==> src/rtl/counter_integrity_monitor_pkg.sv <==
// Shared definitions for the counter integrity monitor.
//   - cimState_t      : monitor FSM states (SYNC / TRACK / ALARM)
//   - ERR_* indices   : bit positions inside the sticky err_code vector
//   - DEFAULT_*       : count width and pulse period shared with the counter host
package counter_integrity_monitor_pkg;

    localparam int DEFAULT_COUNT_WIDTH = 12;
    localparam int DEFAULT_PERIOD      = 100;

    localparam int ERR_CODE_WIDTH = 3;
    localparam int ERR_SEQ        = 0;
    localparam int ERR_PERIOD     = 1;
    localparam int ERR_OVF        = 2;

    typedef enum logic [1:0] {
        SYNC  = 2'd0,
        TRACK = 2'd1,
        ALARM = 2'd2
    } cimState_t;

endpackage

==> src/rtl/counter_integrity_monitor_predictor.sv <==
// Stream predictor for the counter integrity monitor.
// Keeps the delayed enable, the previous count sample and the last pulse
// reference, and flags which checks fail on the current sample.
// Ports:
//   clk, rst_n        : clock, asynchronous active-low reset
//   i_enable          : host enable (count advances two samples later)
//   i_count_in        : host count stream
//   i_overflow_in     : host overflow flag
//   i_pulse_in        : host period pulse
//   i_check_en        : high while the monitor is tracking (not in SYNC)
//   i_clear           : synchronous clear of the pulse reference valid flag
//   o_seq_fail        : count did not advance by the delayed enable
//   o_period_fail     : pulse arrived at the wrong distance from the last one
//   o_ovf_fail        : overflow rose while count was not all-ones
module cim_stream_predictor
    import counter_integrity_monitor_pkg::*;
#(
    parameter int COUNT_WIDTH = DEFAULT_COUNT_WIDTH,
    parameter int PERIOD      = DEFAULT_PERIOD
)(
    input  logic                   clk,
    input  logic                   rst_n,
    input  logic                   i_enable,
    input  logic [COUNT_WIDTH-1:0] i_count_in,
    input  logic                   i_overflow_in,
    input  logic                   i_pulse_in,
    input  logic                   i_check_en,
    input  logic                   i_clear,
    output logic                   o_seq_fail,
    output logic                   o_period_fail,
    output logic                   o_ovf_fail
);

    localparam logic [COUNT_WIDTH-1:0] PERIOD_VAL = COUNT_WIDTH'(PERIOD);

    logic                   r_enD1;
    logic                   r_enD2;
    logic [COUNT_WIDTH-1:0] r_prevCount;
    logic [COUNT_WIDTH-1:0] r_pulseRef;
    logic                   r_pulseRefVld;
    logic                   r_pulseD1;
    logic                   r_ovfD1;

    logic [COUNT_WIDTH-1:0] w_expected;
    logic [COUNT_WIDTH-1:0] w_pulseDelta;
    logic                   w_pulseRise;
    logic                   w_ovfRise;

    // History registers follow the stream every cycle, mismatches included,
    // so one corrupted sample is seen both entering and leaving.
    // The pulse reference is only recorded while tracking; clear or SYNC
    // drops its valid flag so the next pulse merely records a new reference.
    always_ff @(posedge clk or negedge rst_n) begin
        if (!rst_n) begin
            r_enD1        <= 1'b0;
            r_enD2        <= 1'b0;
            r_prevCount   <= '0;
            r_pulseRef    <= '0;
            r_pulseRefVld <= 1'b0;
            r_pulseD1     <= 1'b0;
            r_ovfD1       <= 1'b0;
        end else begin
            r_enD1      <= i_enable;
            r_enD2      <= r_enD1;
            r_prevCount <= i_count_in;
            r_pulseD1   <= i_pulse_in;
            r_ovfD1     <= i_overflow_in;
            if (i_clear || !i_check_en) begin
                r_pulseRefVld <= 1'b0;
            end else if (w_pulseRise) begin
                r_pulseRef    <= i_count_in;
                r_pulseRefVld <= 1'b1;
            end
        end
    end

    // Per-sample predictions; all differences wrap modulo the count width,
    // so the all-ones to zero rollover is a legal advance.
    always_comb begin
        w_expected    = r_prevCount + {{(COUNT_WIDTH-1){1'b0}}, r_enD2};
        w_pulseDelta  = i_count_in - r_pulseRef;
        w_pulseRise   = i_pulse_in & ~r_pulseD1;
        w_ovfRise     = i_overflow_in & ~r_ovfD1;
        o_seq_fail    = i_check_en && (i_count_in != w_expected);
        o_period_fail = i_check_en && w_pulseRise && r_pulseRefVld
                        && (w_pulseDelta != PERIOD_VAL);
        o_ovf_fail    = i_check_en && w_ovfRise && (i_count_in != '1);
    end

endmodule

==> src/rtl/counter_integrity_monitor.sv <==
// Receive-side integrity monitor for the counter host output stream.
// Predicts the host stream from its enable and raises a sticky tamper alarm
// with diagnostics when the observed stream deviates.
// Ports:
//   clk, rst_n        : clock, asynchronous active-low reset
//   i_enable          : enable driving the host counter
//   i_count_in        : host count_out
//   i_overflow_in     : host overflow
//   i_pulse_in        : host pulse_out
//   i_clear           : synchronous clear of alarm and diagnostics (back to SYNC)
//   o_tamper          : sticky alarm, high while in ALARM
//   o_err_code        : sticky causes [0] sequence, [1] period, [2] overflow
//   o_mismatch_cnt    : saturating count of cycles with any failing check
//   o_first_bad       : count sample captured at the first mismatch
module counter_integrity_monitor
    import counter_integrity_monitor_pkg::*;
#(
    parameter int COUNT_WIDTH   = DEFAULT_COUNT_WIDTH,
    parameter int PERIOD        = DEFAULT_PERIOD,
    parameter int ERR_CNT_WIDTH = 8,
    parameter int ALARM_THRESH  = 1
)(
    input  logic                      clk,
    input  logic                      rst_n,
    input  logic                      i_enable,
    input  logic [COUNT_WIDTH-1:0]    i_count_in,
    input  logic                      i_overflow_in,
    input  logic                      i_pulse_in,
    input  logic                      i_clear,
    output logic                      o_tamper,
    output logic [ERR_CODE_WIDTH-1:0] o_err_code,
    output logic [ERR_CNT_WIDTH-1:0]  o_mismatch_cnt,
    output logic [COUNT_WIDTH-1:0]    o_first_bad
);

    localparam logic [ERR_CNT_WIDTH-1:0] THRESH_VAL = ERR_CNT_WIDTH'(ALARM_THRESH);
    localparam logic [ERR_CNT_WIDTH-1:0] CNT_ONE    = ERR_CNT_WIDTH'(1);

    cimState_t                  r_state;
    cimState_t                  w_nextState;
    logic                       r_syncCnt;
    logic                       r_tamper;
    logic [ERR_CODE_WIDTH-1:0]  r_errCode;
    logic [ERR_CNT_WIDTH-1:0]   r_mismatchCnt;
    logic [COUNT_WIDTH-1:0]     r_firstBad;

    logic                       w_checkEn;
    logic                       w_tamperNext;
    logic                       w_seqFail;
    logic                       w_periodFail;
    logic                       w_ovfFail;
    logic [ERR_CODE_WIDTH-1:0]  w_failBits;
    logic                       w_anyFail;
    logic [ERR_CNT_WIDTH-1:0]   w_cntInc;

    cim_stream_predictor #(
        .COUNT_WIDTH (COUNT_WIDTH),
        .PERIOD      (PERIOD)
    ) u_predictor (
        .clk           (clk),
        .rst_n         (rst_n),
        .i_enable      (i_enable),
        .i_count_in    (i_count_in),
        .i_overflow_in (i_overflow_in),
        .i_pulse_in    (i_pulse_in),
        .i_check_en    (w_checkEn),
        .i_clear       (i_clear),
        .o_seq_fail    (w_seqFail),
        .o_period_fail (w_periodFail),
        .o_ovf_fail    (w_ovfFail)
    );

    // Collect the failing checks of this sample and the saturated next count.
    always_comb begin
        w_failBits             = '0;
        w_failBits[ERR_SEQ]    = w_seqFail;
        w_failBits[ERR_PERIOD] = w_periodFail;
        w_failBits[ERR_OVF]    = w_ovfFail;
        w_anyFail              = |w_failBits;
        w_cntInc               = (r_mismatchCnt == '1) ? r_mismatchCnt
                                                       : r_mismatchCnt + CNT_ONE;
    end

    // FSM state register.
    always_ff @(posedge clk or negedge rst_n) begin
        if (!rst_n) begin
            r_state <= SYNC;
        end else begin
            r_state <= w_nextState;
        end
    end

    // FSM next state: SYNC lasts two cycles to fill the history registers,
    // TRACK escalates on the cycle the mismatch count reaches the threshold,
    // ALARM is left only through clear or reset.
    always_comb begin
        w_nextState = r_state;
        if (i_clear) begin
            w_nextState = SYNC;
        end else begin
            case (r_state)
                SYNC:    if (r_syncCnt) w_nextState = TRACK;
                TRACK:   if (w_anyFail && (w_cntInc >= THRESH_VAL)) w_nextState = ALARM;
                ALARM:   w_nextState = ALARM;
                default: w_nextState = SYNC;
            endcase
        end
    end

    // FSM outputs: checks run outside SYNC; tamper is registered from the
    // next state so it rises together with the mismatch count.
    always_comb begin
        w_checkEn    = (r_state != SYNC);
        w_tamperNext = (w_nextState == ALARM);
    end

    // SYNC cycle counter and registered tamper flag.
    always_ff @(posedge clk or negedge rst_n) begin
        if (!rst_n) begin
            r_syncCnt <= 1'b0;
            r_tamper  <= 1'b0;
        end else begin
            r_syncCnt <= (!i_clear && r_state == SYNC) ? 1'b1 : 1'b0;
            r_tamper  <= w_tamperNext;
        end
    end

    // Sticky diagnostics; clear wins over a failing sample in the same cycle.
    // first_bad is only captured while the mismatch count is still zero.
    always_ff @(posedge clk or negedge rst_n) begin
        if (!rst_n) begin
            r_errCode     <= '0;
            r_mismatchCnt <= '0;
            r_firstBad    <= '0;
        end else if (i_clear) begin
            r_errCode     <= '0;
            r_mismatchCnt <= '0;
            r_firstBad    <= '0;
        end else if (w_anyFail) begin
            r_errCode     <= r_errCode | w_failBits;
            r_mismatchCnt <= w_cntInc;
            if (r_mismatchCnt == '0) begin
                r_firstBad <= i_count_in;
            end
        end
    end

    assign o_tamper       = r_tamper;
    assign o_err_code     = r_errCode;
    assign o_mismatch_cnt = r_mismatchCnt;
    assign o_first_bad    = r_firstBad;

endmodule
==> config.mk <==
export PLATFORM = sky130hd
export DESIGN_NAME = counter_integrity_monitor
export DESIGN_NICKNAME = d
export VERILOG_FILES = /design/src/rtl/counter_integrity_monitor_pkg.sv /design/src/rtl/counter_integrity_monitor_predictor.sv /design/src/rtl/counter_integrity_monitor.sv
export SDC_FILE = /design/constraint.sdc
export NUM_CORES = 1
export LEC_CHECK = 0
export ABC_AREA = 1
export ABC_CLOCK_PERIOD_IN_PS = 3400
export CELL_PAD_IN_SITES_DETAIL_PLACEMENT = 0
export CELL_PAD_IN_SITES_GLOBAL_PLACEMENT = 1
export CORE_ASPECT_RATIO = 1.75
export CORE_MARGIN = 2
export CORE_UTILIZATION = 31
export CTS_CLUSTER_DIAMETER = 80
export DETAILED_ROUTE_END_ITERATION = 10
export GPL_TIMING_DRIVEN = 0
export PLACE_DENSITY = 0.71
export SLEW_MARGIN = 20
export SYNTH_ARGS = -nofsm -noshare
export SYNTH_HDL_FRONTEND = slang
export SYNTH_HIERARCHICAL = 1
export SYNTH_SLANG_ARGS = --single-unit
==> constraint.sdc <==
create_clock -name clk -period 3.4 [get_ports clk]
set_clock_uncertainty 0.15 [all_clocks]
set_input_delay 0.68 -clock clk [delete_from_list [all_inputs] [get_ports clk]]
set_output_delay 0.68 -clock clk [all_outputs]
set_load 0.02 [all_outputs]
==> flow_metrics.py, run 1 <==
metrics = {
    "drt": {
        "drt_iter0_drc": 118,
        "vias": 3077,
        "wl_um": 9003,
        "antenna_left": 0,
        "firstDrtPassIters": 5,
        "wl_per_cell_um": 13.85,
        "drc": 0,
        "vias_per_cell": 4.734,
    },
    "layout": {
        "nets": 550,
        "num-fill-cells": 1103,
        "layout_commonest_cell": "nand2_1",
        "finalNonFillerCells": 650,
        "layout_common_cells": "nand2_1, inv_1, dfrtp_1",
        "drive_gt1_share_pct": 11.58,
        "syn_to_final_growth_pct": 24.76,
        "antennaDiodeCount": 0,
    },
    "setup_path": {
        "crit_chain": "dlygate4sd2_1, ha_4, nand2_1, nand3_1, xor2_1, nor2_1, nand3_1, nor2_1, nor2_1, nor3_2, inv_2, nand2_1, a21oi_1, o21bai_1",
        "crit_type": "input pin to flip-flop",
        "cpPeakStageDelay_ns": 0.34,
        "r2r_end": "o_mismatch_cnt[3]",
        "cp_top_family": "simple AND/OR/NAND/NOR gates",
        "crit_path_start_kind": "input pin",
        "cp_common_cell": "nor2_1",
        "reg2reg_from": "u_predictor/r_pulseRef[2]",
        "crit_path_end_kind": "flip-flop",
        "r2r_slack_ns": 0.54,
        "critPathBufInv": 2,
        "worstPathRequired_ns": 3.43,
        "critPathMaxFanout": 8,
        "cp_data_arrival_time_ns": 3.17,
        "reg2reg_depth": 14,
        "cp_slowest_cell": "dlygate4sd2_1",
    },
    "global_routing": {
        "antenna_found_initial": 0,
        "first_global_vias": 3068,
        "grt.total_usage_pct": 15.52,
        "grt_max_degree": 57,
        "grt_pass1_wl_um": 14570,
        "overflow": 0,
    },
    "logic_synthesis": {
        "yosys.area.top_type": "dfrtp_1",
        "syn_inst": 468,
        "yosys_warnings": 6,
        "netlist_area_sq_um": 3472,
        "synth_cell_types": 34,
        "syn_nets": 501,
        "synthTopCellsByArea": "dfrtp_1, nand2_1, inv_1, nand3_1, ha_1",
        "ys_ff_latch": 56,
        "synth_seq_area_share_pct": 40.36,
        "synth.avg_cell_area_sq_um": 7.419,
        "synth_top_area_share_pct": 40.36,
    },
    "timing": {
        "maxSlewHeadroom_pct": 53.28,
        "worst_hold_slack_ns": 0.1976,
        "fmax_mhz": 318.2,
        "setup_violations": 0,
        "period_share_pct": 92.42,
        "tightest_slew_ns": 0.7009,
        "period_needed_ns": 3.142,
        "final_hold_viol_count": 0,
        "slew_violations": 0,
        "grt_setup_unrepaired": "no",
        "post-route-worst-setup-slack_ns": 0.2577,
    },
    "min_path": {
        "hp-class": "flip-flop to flip-flop",
        "min_path_cells": 0,
        "hp-start": "u_predictor/r_enD1",
        "min_to": "u_predictor/r_enD2",
    },
    "die": {
        "core-area_sq_um": 11040,
        "rows": 51,
        "boundaryPins": 42,
        "die-area_sq_um": 12100,
        "die_x_um": 84,
        "start_util_pct": 31.45,
        "die_height_um": 144,
    },
    "clock_network": {
        "htreeDepth": 2,
        "cts.clk_slew.worst_paths_ns": 0.07,
        "worst_skew_pair.late_latency_ns": 0.30,
        "clockBufferDepth": 2,
        "cts_tree": "built",
        "numCtsBuffers": 5,
        "ctsRootBufferMaster": "clkbuf_16",
        "numClockSinks": 56,
    },
    "flow_run": {
        "max_cap_viol_count": 0,
    },
    "run_status": {
        "status": "completed",
    },
    "pwr": {
        "vdd_drop_max_uv": 243.3,
        "power_density_nw_per_um2": 615.6,
        "leakage_nw": 2.206,
        "power.total_mw": 2.667,
    },
    "placed_design": {
        "dp.final_hpwl_um": 7173,
        "dp_cells": 641,
        "io_buffers": 41,
        "place.gp.congestion": 0.8795,
        "place_ws_ns": -0.7522,
    },
}
## what timing repair did
action / CTS / global route
hold buffers: 0 / 0
gates resized for setup: 18 / 24
setup buffers: 0 / 1
pin swaps: 1 / 1
endpoints found under the setup margin: 23 / 20
## state kept, by name, indices dropped and copies added (netlist names), 2 cells and up
name and cells:
u_predictor/r_prevCount 12, o_err_code 3, o_first_bad 12, r_state 2, u_predictor/r_pulseRef 12, o_mismatch_cnt 8
## kinds of logic (layout without fill, tap and decap cells)
logic type,Yosys count,in the layout,synth area share (%)
muxes,1,1,0.3243
buffers and inverters,91,141,10.16
DFF,56,56,40.36
AOI/OAI and AO/OA,44,44,6.919
xor gates and xnor gates,21,21,5.297
and+or+nand+nor,240,240,31.53
adders and majority gates,15,15,5.405
## layer usage
metal / wire length, um / track usage (%) / part of all wire (%)
met5: 0 / 0 / 0
met1: 3229 / 14.60 / 36
met3: 198 / 1.598 / 2.2
met4: 230 / 6.537 / 2.6
met2: 5345 / 32.84 / 59
## cell type report
| cell class | count | area, sq um | area share, % |
|---|---|---|---|
| clock inverter | 2 | 38.79 | 0.8954 |
| tap | 132 | 165.2 | 3.813 |
| buffer | 7 | 38.79 | 0.8954 |
| multi-input combinational | 321 | 1853 | 42.78 |
| clock buffer | 6 | 138.9 | 3.206 |
| sequential | 56 | 1401 | 32.35 |
| timing repair buffer | 42 | 379.1 | 8.752 |
| inverter | 84 | 316.6 | 7.308 |
## cell usage after synthesis
library cell and instances:
nor3_1 1, nand2_2 5, nor2_1 45, nor2_4 5, clkinv_1 2, nand2_1 119
inv_2 1, o21ai_0 9, xor2_1 14, buf_1 1, o21ai_1 11, nand3_1 42
xnor2_1 7, o22ai_1 6, nor2_2 3, a21oi_2 1, nor3_2 1, o311ai_0 1
dfrtp_1 56, or2_2 1, buf_6 1, o21bai_1 2, clkinv_2 1, nand3b_1 1
nor4_2 1, nand3_2 3, a21oi_1 14, mux2_2 1, nand2_4 2, ha_1 15
buf_2 2, inv_1 80, clkbuf_1 3, nand4_1 11
## worst register-to-register path, delay by kind of cell, from the launching register on
kind	cells	cell delay, ns
AOI/OAI and AO/OA	2	0.22
buffers and inverters	2	0.21
xor gates and xnor gates	1	0.19
and+or+nand+nor	8	1.37
DFF	1	0.39
adders and majority gates	1	0.22
## how the worst max path moves through the flow
stage	to	cells past startpoint	slack (ns)	startpoint
3_5_place_dp	o_first_bad[10]	17	-0.75	i_count_in[4]
3_3_place_gp	o_mismatch_cnt[3]	19	-0.73	i_count_in[4]
4_1_cts	o_first_bad[10]	20	0.01	i_count_in[6]
2_1_floorplan	o_first_bad[10]	19	0.62	i_count_in[4]
6_report	o_mismatch_cnt[3]	14	0.26	i_count_in[2]
5_1_grt	o_first_bad[10]	18	0.009	i_count_in[2]
## power breakdown
part / switching (mW) / total [mW] / internal [mW]
Clock: 0.234 / 0.603 / 0.369
Sequential: 0.0741 / 0.862 / 0.788
Combinational: 0.703 / 1.20 / 0.498
Total: 1.01 / 2.67 / 1.66
## stage by stage
| stage | util (%) | setup TNS, ns | instance area [sq um] |
|---|---|---|---|
| finish | 39.24 | 0 | 4332 |
| global route | 39.24 | 0 | 4332 |
| CTS | 38.99 | 0 | 4304 |
| detailed placement | 36.64 | -15.32 | 4045 |
| global placement | 36.67 | -27.96 | 4048 |
| floorplan | - | 0 | 3472 |
No activity file was read; power rests on OpenSTA's default activity.
==> run 2: changes to the inputs <==
Settings changed: CORE_UTILIZATION 31 to 41, PLACE_DENSITY 0.71 to 0.88.
==> run 2 against run 1 <==
- core utilization increased by 12 points
- first-iteration DRC count unchanged
- maximum frequency increased by 3.0%
- power shrank 5.7%
- via count up 0.68%
- worst setup slack better by 0.093 ns
- non-clock buffer count decreased by 1
- combinational power about the same
- clock power fell by 20%
- critical path type unchanged
- largest power group unchanged
==> flow_metrics.py, run 2 (synthesized netlist as in run 1, its figures left out) <==
metrics = {
    "die": {
        "die_x_um": 73.57,
        "die-area_sq_um": 9250,
        "core-area_sq_um": 8258,
        "die_height_um": 125.7,
        "start_util_pct": 42.05,
        "rows": 44,
        "boundaryPins": 42,
    },
    "clock_network": {
        "worst_skew_pair.late_latency_ns": 0.29,
        "cts_tree": "built",
        "numCtsBuffers": 5,
        "ctsRootBufferMaster": "clkbuf_16",
        "clockBufferDepth": 2,
        "htreeDepth": 2,
        "hold_buffers": 0,
        "cts.clk_slew.worst_paths_ns": 0.06,
        "numClockSinks": 56,
    },
    "layout": {
        "antennaDiodeCount": 0,
        "layout_commonest_cell": "nand2_1",
        "layout_common_cells": "nand2_1, inv_1, dfrtp_1",
        "drive_gt1_share_pct": 9.690,
        "syn_to_final_growth_pct": 22.45,
        "design_area_sq_um": 4252,
        "nets": 549,
    },
    "drt": {
        "drt_iter0_drc": 118,
        "drc": 0,
        "vias_per_cell": 5.095,
        "wl_per_cell_um": 13.74,
        "vias": 3098,
        "firstDrtPassIters": 4,
        "antenna_left": 0,
        "wl_um": 8352,
    },
    "timing": {
        "setup_violations": 0,
        "slew_violations": 0,
        "maxSlewHeadroom_pct": 53.99,
        "period_needed_ns": 3.049,
        "tightest_slew_ns": 0.6901,
        "final_hold_viol_count": 0,
        "fmax_mhz": 327.9,
        "period_share_pct": 89.69,
        "grt_setup_unrepaired": "no",
    },
    "flow_run": {
        "max_cap_viol_count": 0,
    },
    "setup_path": {
        "crit_path_start_kind": "input pin",
        "crit_chain": "dlygate4sd2_1, ha_4, nand2_1, nor2_1, nand3_1, nand4_1, nand2_1, nor2_1, nand2_1, nor2_1, nor2_1, nor3_2, inv_2, nand2_1, buf_4, nand3_1, o21ai_1",
        "cp_top_family": "simple AND/OR/NAND/NOR gates",
        "cp_data_arrival_time_ns": 3.12,
        "critPathBufInv": 3,
        "critPathMaxFanout": 10,
        "crit_type": "input pin to flip-flop",
        "cp_slowest_cell": "dlygate4sd2_1",
        "cpPeakStageDelay_ns": 0.35,
        "worstPathRequired_ns": 3.47,
        "crit_path_end_kind": "flip-flop",
    },
    "pwr": {
        "power_density_nw_per_um2": 591.3,
        "leakage_nw": 2.221,
        "vdd_drop_max_uv": 298.7,
        "power.total_mw": 2.514,
    },
    "min_path": {
        "hp-class": "flip-flop to flip-flop",
    },
    "global_routing": {
        "grt.total_usage_pct": 19.81,
        "antenna_found_initial": 0,
        "grt_max_degree": 57,
        "grt_pass1_wl_um": 14250,
        "first_global_vias": 3229,
        "overflow": 0,
    },
    "placed_design": {
        "dp.final_hpwl_um": 6722,
        "io_buffers": 41,
        "postPlaceCellArea_sq_um": 3995,
        "place.gp.congestion": 0.9238,
    },
    "run_status": {
        "status": "completed",
    },
}
-- run 2: power by group --
group          internal, mW  leakage (nW)  switching (mW)
clock                 0.268        0.0667           0.216
sequential            0.788         0.705          0.0706
combinational         0.485          1.45           0.686
total                  1.54          2.22           0.972
-- run 2: what timing repair did --
| action | CTS | global route |
|---|---|---|
| setup endpoints to repair | 22 | 23 |
| setup buffers | 0 | 0 |
| resized for setup | 16 | 15 |
| pin swaps | 0 | 1 |
-- run 2: per-layer routing --
layer  up-vias  wire, um  global-route usage, %
met1      1437      2879                  18.84
met2        75      4845                  37.82
li1       1561         -                      -
met3        25       203                  2.080
met4         0       423                  12.51
met5         -         0                      0
-- run 2: worst reg2reg max path, cell delays in order (launching register included) --
cell and delay [ns]:
dfrtp_1 0.36, ha_1 0.23, ha_1 0.22, xor2_1 0.18, nand2_1 0.07, o21ai_0 0.08
nor2_1 0.13, nand3_1 0.10, nor2_1 0.11, nand3_1 0.11, nand2_1 0.08, inv_1 0.06
nor3_2 0.24, inv_2 0.12, nand2_1 0.14, buf_4 0.18, nand3_1 0.08, o21ai_1 0.10
-- run 2: stage by stage --
| step | hold slack, ns | TNS [ns] | setup WS, ns | utilization [%] | cells |
|---|---|---|---|---|---|
| floorplan | 0.1812 | 0 | 0.6196 | - | 468 |
| global placement | 0.1825 | -19.43 | -0.6085 | 48.41 | 601 |
| detailed placement | 0.1865 | -11.71 | -0.6165 | 48.38 | 601 |
| CTS | 0.2015 | 0 | 0.00005396 | 50.98 | 608 |
| global route | 0.2216 | 0 | 0.005483 | 51.48 | 608 |
| finish | 0.1992 | 0 | 0.3506 | 51.48 | 608 |
-- run 2: worst paths after layout --
path | from | depth (start not counted) | slack [ns] | end
max | i_count_in[8] | 17 | 0.35 | o_first_bad[6]
min | u_predictor/r_enD1 | 0 | 0.20 | u_predictor/r_enD2
max reg2reg | u_predictor/r_enD2 | 17 | 0.58 | o_first_bad[6]
min reg2reg | u_predictor/r_enD1 | 0 | 0.20 | u_predictor/r_enD2
max in group asynchronous | rst_n | 1 | 2.36 | u_predictor/r_pulseRef[8]
min in group asynchronous | rst_n | 1 | 0.28 | u_predictor/r_pulseRef[1]
-- run 2: cell type report --
cell class                      instances  area, sq um
Buffer                                  7        41.29
Clock buffer                            6        128.9
Clock inverter                          1        5.005
Fill cell                             818         4006
Inverter                               84        316.6
Multi-Input combinational cell        321         1838
Sequential cell                        56         1401
Tap cell                               92        115.1
Timing Repair Buffer                   41        405.4
==> run 3: changes to the inputs <==
Settings changed: CORE_UTILIZATION 41 to 47, DONT_BUFFER_PORTS from default to 1.
==> run 3 against run 2 <==
- count of clock-buffer cells in the layout did not move
- register-to-register slack got worse by 0.19 ns
- cell count fell by 7.4%
- sequential power rose by 6.8%
- core utilization rose by 1.1 points
- worst setup slack improved by 0.037 ns
- final area fell by 11%
- power fell by 4.1%
- sequential share of layout area rose by 4.2 points
- via count fell by 6.1%
- routed wire length fell by 0.78%
- global-route usage rose by 1.9 points
- critical endpoint is now o_first_bad[11]
- highest routed layer unchanged
==> flow_metrics.py, run 3 (synthesized netlist as in run 1, its figures left out) <==
metrics = {
    "timing": {
        "final_hold_viol_count": 0,
        "worst_hold_slack_ns": 0.08585,
        "fmax_mhz": 332.0,
        "setup_violations": 0,
        "grt_setup_unrepaired": "no",
        "tns_ns": 0,
        "post-route-worst-setup-slack_ns": 0.3880,
        "tightest_slew_ns": 0.4776,
        "maxSlewHeadroom_pct": 68.16,
        "period_needed_ns": 3.012,
        "slew_violations": 0,
        "period_share_pct": 88.59,
    },
    "layout": {
        "finalNonFillerCells": 563,
        "nets": 509,
        "final_core_util_pct": 52.58,
        "num-fill-cells": 755,
        "design_area_sq_um": 3776,
        "drive_gt1_share_pct": 7.757,
        "antennaDiodeCount": 0,
        "layout_commonest_cell": "nand2_1",
        "syn_to_final_growth_pct": 8.757,
        "layout_common_cells": "nand2_1, inv_1, dfrtp_1",
    },
    "global_routing": {
        "grt.total_usage_pct": 21.71,
        "antenna_found_initial": 0,
        "grt_pass1_wl_um": 13180,
        "overflow": 0,
        "first_global_vias": 2986,
        "grt_max_degree": 57,
    },
    "die": {
        "die_height_um": 117.7,
        "die_x_um": 68.97,
        "rows": 41,
        "boundaryPins": 42,
        "die-area_sq_um": 8118,
        "core-area_sq_um": 7182,
        "start_util_pct": 48.34,
    },
    "placed_design": {
        "dp_cells": 554,
        "io_buffers": 0,
        "place_ws_ns": -0.1254,
        "place.gp.congestion": 0.8487,
        "postPlaceCellArea_sq_um": 3580,
        "dp.final_hpwl_um": 6631,
    },
    "setup_path": {
        "crit_type": "flip-flop to flip-flop",
        "critPathMaxFanout": 10,
        "worstPathRequired_ns": 3.47,
        "crit_path_end_kind": "flip-flop",
        "cp_data_arrival_time_ns": 3.08,
        "crit_path_start_kind": "flip-flop",
    },
    "drt": {
        "wl_um": 8287,
        "drc": 0,
        "vias_per_cell": 5.167,
        "antenna_left": 0,
        "wl_per_cell_um": 14.72,
        "firstDrtPassIters": 6,
        "vias": 2909,
        "drt_iter0_drc": 124,
    },
    "clock_network": {
        "numClockSinks": 56,
        "htreeDepth": 2,
        "cts.clk_slew.worst_paths_ns": 0.07,
        "cts_tree": "built",
        "cts_setup_buffers": 0,
        "ctsRootBufferMaster": "clkbuf_16",
        "clockBufferDepth": 2,
        "numCtsBuffers": 5,
        "worst_skew_pair.late_latency_ns": 0.29,
    },
    "flow_run": {
        "max_cap_viol_count": 0,
    },
    "run_status": {
        "status": "completed",
    },
    "pwr": {
        "vdd_drop_max_uv": 251.6,
        "power.total_mw": 2.410,
        "leakage_nw": 2.038,
        "power_density_nw_per_um2": 638.3,
    },
    "min_path": {
        "hp-class": "input pin to async pin",
    },
}
==> run 3: path summary, 6_finish.rpt <==
path / depth (start not counted) / end / from / slack [ns]
worst max register to register: 18 / o_first_bad[11] / u_predictor/r_pulseRef[2] / 0.39
worst max-delay path: 18 / o_first_bad[11] / u_predictor/r_pulseRef[2] / 0.39
min in group clk: 0 / u_predictor/r_enD2 / u_predictor/r_enD1 / 0.20
worst min-delay path: 1 / o_first_bad[1] / rst_n / 0.09
worst min register to register: 0 / u_predictor/r_enD2 / u_predictor/r_enD1 / 0.20
max in group asynchronous: 1 / o_first_bad[4] / rst_n / 2.77
==> run 3: routing by layer <==
layer	up-vias	global-route usage (%)	routed length, um
li1	1476	-	-
met1	1363	18.04	2757
met2	57	43.99	4897
met3	13	3.824	355
met4	0	10.05	277
met5	-	0	0
==> run 3: worst max-delay path: stages, from the launching register on <==
cell,delay [ns]
dfrtp_1,0.36
inv_1,0.05
ha_1,0.34
nand2_1,0.11
nand3_1,0.22
nand2_1,0.14
nand2_1,0.06
nand2_1,0.05
nand2_1,0.05
nor2_1,0.09
nand3_1,0.11
nor2_1,0.17
nor2_1,0.09
nor3_2,0.21
inv_1,0.17
nand2_1,0.15
buf_2,0.23
nand3_1,0.09
o21ai_1,0.10
==> run 3: report_power, final <==
| group | switching [mW] | internal [mW] | leakage [nW] |
|---|---|---|---|
| Clock | 0.228 | 0.347 | 0.0808 |
| Sequential | 0.129 | 0.788 | 0.705 |
| Combinational | 0.584 | 0.335 | 1.25 |
==> run 3: what timing repair did <==
item	in CTS	in global routing
gates resized for setup	0	1
endpoints found under the hold margin	56	0
hold buffers	1	0
endpoints found under the setup margin	0	18
==> run 3: layout make-up <==
| cell class | count | area (sq um) | share of cell area (%) |
|---|---|---|---|
| Multi-Input combinational cell | 321 | 1723 | 45.63 |
| Sequential cell | 56 | 1401 | 37.11 |
| Inverter | 84 | 316.6 | 8.383 |
| Clock buffer | 6 | 128.9 | 3.413 |
| Tap cell | 86 | 107.6 | 2.850 |
| Buffer | 7 | 36.28 | 0.9609 |
| Clock inverter | 2 | 35.03 | 0.9278 |
| Timing Repair Buffer | 1 | 27.53 | 0.7290 |
